$ cat src/rtl/ma_peak_detect.sv
// Threshold-triggered windowed peak search on the moving-average stream.
// Define MA_PEAK_DET_ABS_EN to compare sample magnitudes instead of signed values.
module ma_peak_detect #(
  parameter int DATA_W  = 71,
  parameter int CNT_W   = 16,
  parameter int WINDOW  = 32,
  parameter int HOLDOFF = 64
) (
  input  logic              clk,
  input  logic              rst_n,
  input  logic              en,
  input  logic [DATA_W-1:0] ma_in,
  input  logic [DATA_W-1:0] threshold,
  input  logic              arm,
  output logic              det_valid,
  input  logic              det_ready,
  output logic [DATA_W-1:0] det_peak,
  output logic [CNT_W-1:0]  det_index,
  output logic              busy,
  output logic              overflow
);

  typedef enum logic [2:0] {
    S_IDLE,
    S_ARMED,
    S_SEARCH,
    S_REPORT,
    S_HOLD
  } state_t;

  localparam int HW = (HOLDOFF > 1) ? $clog2(HOLDOFF + 1) : 1;
  localparam logic [CNT_W-1:0] WIN_L = CNT_W'(WINDOW);
  localparam logic [HW-1:0] HOLD_L = HW'(HOLDOFF);

  // Compare key: one bit wider so magnitude and signed modes share one signed compare.
  function automatic logic signed [DATA_W:0] key_f(
    input logic [DATA_W-1:0] v
  );
`ifdef MA_PEAK_DET_ABS_EN
    logic [DATA_W-1:0] m;
    if (!v[DATA_W-1])
      m = v;
    else if (v == {1'b1, {(DATA_W-1){1'b0}}})
      m = {1'b0, {(DATA_W-1){1'b1}}};
    else
      m = -v;
    return {1'b0, m};
`else
    return {v[DATA_W-1], v};
`endif
  endfunction

  state_t              state_q;
  logic [CNT_W-1:0]    cnt_q;
  logic [CNT_W-1:0]    win_q;
  logic [HW-1:0]       hcnt_q;
  logic [DATA_W-1:0]   peak_q;
  logic [CNT_W-1:0]    idx_q;
  logic [DATA_W-1:0]   dpk_q;
  logic [CNT_W-1:0]    dix_q;
  logic                dv_q;
  logic                ovf_q;
  logic                arm_q;

  logic signed [DATA_W:0] in_k;
  logic signed [DATA_W:0] thr_k;
  logic signed [DATA_W:0] pk_k;
  logic                   gt_thr;
  logic                   gt_pk;
  logic [CNT_W-1:0]       win_d;
  logic [DATA_W-1:0]      peak_d;
  logic [CNT_W-1:0]       idx_d;

  always_comb begin
    in_k = key_f(ma_in);
    pk_k = key_f(peak_q);
`ifdef MA_PEAK_DET_ABS_EN
    thr_k = {1'b0, threshold};
`else
    thr_k = {threshold[DATA_W-1], threshold};
`endif
    gt_thr = in_k > thr_k;
    gt_pk  = in_k > pk_k;
    win_d  = win_q + CNT_W'(1);
    peak_d = gt_pk ? ma_in : peak_q;
    idx_d  = gt_pk ? cnt_q : idx_q;
  end

  always_ff @(posedge clk or negedge rst_n) begin
    if (!rst_n) begin
      state_q <= S_IDLE;
      cnt_q   <= '0;
      win_q   <= '0;
      hcnt_q  <= '0;
      peak_q  <= '0;
      idx_q   <= '0;
      dpk_q   <= '0;
      dix_q   <= '0;
      dv_q    <= 1'b0;
      ovf_q   <= 1'b0;
      arm_q   <= 1'b0;
    end else begin
      arm_q <= arm;
      if (en)
        cnt_q <= cnt_q + CNT_W'(1);
      if (arm && !arm_q)
        ovf_q <= 1'b0;
      if (!arm) begin
        state_q <= S_IDLE;
        dv_q    <= 1'b0;
      end else begin
        unique case (state_q)
          S_IDLE: state_q <= S_ARMED;
          S_ARMED: begin
            if (en && gt_thr) begin
              peak_q <= ma_in;
              idx_q  <= cnt_q;
              win_q  <= CNT_W'(1);
              if (WINDOW == 1) begin
                state_q <= S_REPORT;
                dv_q    <= 1'b1;
                dpk_q   <= ma_in;
                dix_q   <= cnt_q;
              end else begin
                state_q <= S_SEARCH;
              end
            end
          end
          S_SEARCH: begin
            if (en) begin
              peak_q <= peak_d;
              idx_q  <= idx_d;
              win_q  <= win_d;
              if (win_d == WIN_L) begin
                state_q <= S_REPORT;
                dv_q    <= 1'b1;
                dpk_q   <= peak_d;
                dix_q   <= idx_d;
              end
            end
          end
          S_REPORT: begin
            if (en && gt_thr)
              ovf_q <= 1'b1;
            if (dv_q && det_ready) begin
              dv_q <= 1'b0;
              if (HOLDOFF == 0) begin
                state_q <= S_ARMED;
              end else begin
                state_q <= S_HOLD;
                hcnt_q  <= HOLD_L;
              end
            end
          end
          S_HOLD: begin
            if (en) begin
              hcnt_q <= hcnt_q - HW'(1);
              if (hcnt_q == HW'(1))
                state_q <= S_ARMED;
            end
          end
          default: state_q <= S_IDLE;
        endcase
      end
    end
  end

  assign det_valid = dv_q;
  assign det_peak  = dpk_q;
  assign det_index = dix_q;
  assign overflow  = ovf_q;
  assign busy      = (state_q == S_SEARCH) ||
                     (state_q == S_REPORT) ||
                     (state_q == S_HOLD);

endmodule

$ cat config.mk
export PLATFORM = sky130hd
export DESIGN_NAME = ma_peak_detect
export DESIGN_NICKNAME = d
export VERILOG_FILES = /design/src/rtl/ma_peak_detect.sv
export SDC_FILE = /design/constraint.sdc
export NUM_CORES = 1
export LEC_CHECK = 0
export ABC_AREA = 1
export BUFFER_PORTS_ARGS = -buffer_cell sky130_fd_sc_hd__buf_2
export CAP_MARGIN = 10
export CORE_MARGIN = 3
export CORE_UTILIZATION = 53
export DETAILED_ROUTE_END_ITERATION = 10
export PLACE_DENSITY = 0.9
export SLEW_MARGIN = 20
export SYNTH_ARGS = -nofsm -noshare
export SYNTH_HDL_FRONTEND = slang
export SYNTH_SLANG_ARGS = --single-unit
$ cat constraint.sdc
create_clock -name clk -period 2.38 [get_ports clk]
set_input_delay 0.357 -clock clk [delete_from_list [all_inputs] [get_ports clk]]
set_output_delay 0.357 -clock clk [all_outputs]
set_load 0.01 [all_outputs]
==> reports/metrics.yaml <==
dp_hpwl_um: 37100
critical_path_class: "reg -> reg"
slew_headroom: 0.510
first_pass_iters: 11
num-fill-cells: 1871
slowest_stage: "dfrtp_1"
max_freq_ghz: 0.350
cts-buffers-inserted: 25
grt_pass1_vias: 18400
finalWorstSetupSlack_ns: -0.475
synth_top_family_by_area: "simple AND/OR/NAND/NOR gates"
crit_required_ns: 2.80
synth_cell_types: 34
rsz0062_at_grt: "true"
p_per_area_mw_per_mm2: 1030
period_share: 1.20
grt_start_max_net_pins: 68
synthesis.nets: 2626
final_cell_mix: "922 x nand2_1, 260 x inv_1, 235 x buf_2, 219 x dfrtp_1, 214 x buf_4"
antenna_left: 0
synth_xor_area_frac: 0.0145
worst_slew_pin_slew_ns: 0.735
worst_ep_arrival_time_ns: 3.27
antenna_found_initial: 3
max_stage_delay_ns: 0.39
path_max_fanout: 9
setup_viol: 178
finalPower_uw: 21800
clock-sinks: 219
drt_iter0_drc: 3077
cpMostUsedCell: "nand4_1"
yosys_warnings: 0
period_minus_slack_ns: 2.86
drc_errors: 1
fin_skew_ns: 0.0150
syn_area_mm2: 0.0157
hold_class: "in -> reg"
drive_above_1_share: 0.259
crit_chain: "inv_1, ha_1, nand4_1, nor3_4, nand2_2, buf_6, nor2_4, nand4_1, buf_6, buf_12, buf_12, nand4_1, nand3_1, nand2_1, nand2_1"
crit_family: "simple AND/OR/NAND/NOR gates"
max_cap_viol_count: 0
grt_use_total: 0.345
rows: 62
cts_tree: "built"
final_common_cell: "nand2_1"
dp.cells: 3095
io_buffers: 236
synth_compound_area_frac: 0.0390
end_kind: "flop"
violations: "DRC, setup timing"
worst_setup_path_start_kind: "flop"
netlist_instances: 2333
synthSimpleGateAreaFrac: 0.388
synth-seq-area-share: 0.349
synth_top_cell_by_area: "dfrtp_1"
htree_levels: 1
power.leakage_uw: 0.0125
fin_nets: 3065
via_count: 19000
critPathBufInv: 5
clock_latency_ns: 0.55
synthAdderAreaFrac: 0.116
synth.area.mux_share: 0
syn_to_final_growth_pct: 34.6
clk_pin_slew_ns: 0.07
avgSynthCellArea_um2: 6.73
wl_um: 60600
hold_violations: 0
io_pins: 237
vias_per_cell: 5.99
synth_area_leaders: "dfrtp_1 35%, nand2_1 24%, ha_1 12%"
start_util: 0.543
dieArea_mm2: 0.0317
wl_per_cell_um: 19.1
die_w_um: 178
peakVddDrop_mv: 0.719
ys_ff_latch: 219
finalMaxSlewViolations: 0
grt_overflow: 0
instances_no_fill: 3176
core_mm2: 0.0289
die_h_um: 178
status: "finished with violations"
yosys.area.top_type_share: 0.349
grt_first_pass_wirelength_um: 88300
place.gp.congestion: 0.907
root_buffer: "clkbuf_16"
cts_max_path_buffers: 3
flip-flops by register name, summed over array words and instances (netlist names):
name       cells
det_index     16
det_valid      1
hcnt_q         7
arm_q          1
win_q         16
det_peak      71
overflow       1
peak_q        71
cnt_q         16
state_q        3
idx_q         16
final timing paths:
check	from	end	slack, ns	depth (start not counted)
max in group asynchronous	rst_n	idx_q[9]	1.10	3
hold reg to reg	det_peak[49]	det_peak[49]	0.47	2
hold / removal	arm	arm_q	0.04	1
setup / recovery	peak_q[47]	idx_q[3]	-0.48	15
setup reg to reg	peak_q[47]	idx_q[3]	-0.48	15
min in group asynchronous	rst_n	det_peak[27]	0.37	2
power by group:
group          total, uW  internal (uW)  switching, uW
Clock               4120           2420           1700
Combinational      12400           5090           7290
Sequential          5350           4640            708
through the flow:
step | worst slack (ns) | hold WS (ns) | TNS (ns) | area [um^2] | utilization
2_1_floorplan | 0.0440 | 0.0614 | 0 | 15700 | -
3_3_place_gp | -0.605 | 0.357 | -97.89 | 19000 | 0.657
3_5_place_dp | -0.647 | 0.366 | -104.82 | 19000 | 0.657
4_1_cts | -0.240 | 0.0201 | -27.05 | 20500 | 0.709
5_1_grt | -0.539 | 0.0346 | -80.60 | 21100 | 0.731
6_report | -0.475 | 0.0379 | -67.03 | 21100 | 0.731
layout make-up:
type                    instances  area [um^2]  area share
multi-input cells            1751         9330       0.441
flip-flops and latches        219         5480       0.259
repair buffers                511         3990       0.189
clock inverters                12          156     0.00740
inverters                     264          996      0.0471
well taps                     384          480      0.0227
diodes                          2         5.00    0.000237
clock buffers                  33          706      0.0334
timing repair:
item | in CTS | in global routing
buffers inserted | 14 | 6
hold buffers | 1 | 0
hold endpoints to repair | 62 | 0
gates resized for setup | 93 | 107
endpoints found under the setup margin | 174 | 196
gates cloned | 7 | 10
pin swaps | 90 | 75
logic make-up after synthesis:
logic type | Yosys count
buffers and inverters | 363
adder cells (fa/ha/maj) | 146
flip-flops | 219
XOR/XNOR | 26
AO/OA/AOI/OAI | 114
AND/OR/NAND/NOR | 1465
synth_stat cells (all sizes together):
library cell,n
dfrtp,219
and3,2
nand4,99
o31ai,1
inv,264
or2,20
nor3b,1
xor2,26
nor4,1
a211oi,2
o21ai,35
buf,63
nor2,126
o21a,5
nand3,176
nand3b,1
nand2,1020
ha,146
nor3,17
clkbuf,36
and2,1
a21oi,62
a21o,8
or3,1
o21bai,1
metal layers:
layer	part of all wire	GRT usage
met1	0.32	0.390
met2	0.47	0.586
met3	0.12	0.0749
met4	0.086	0.223
met5	0.00023	0
No activity file was read; power rests on OpenSTA's default activity.
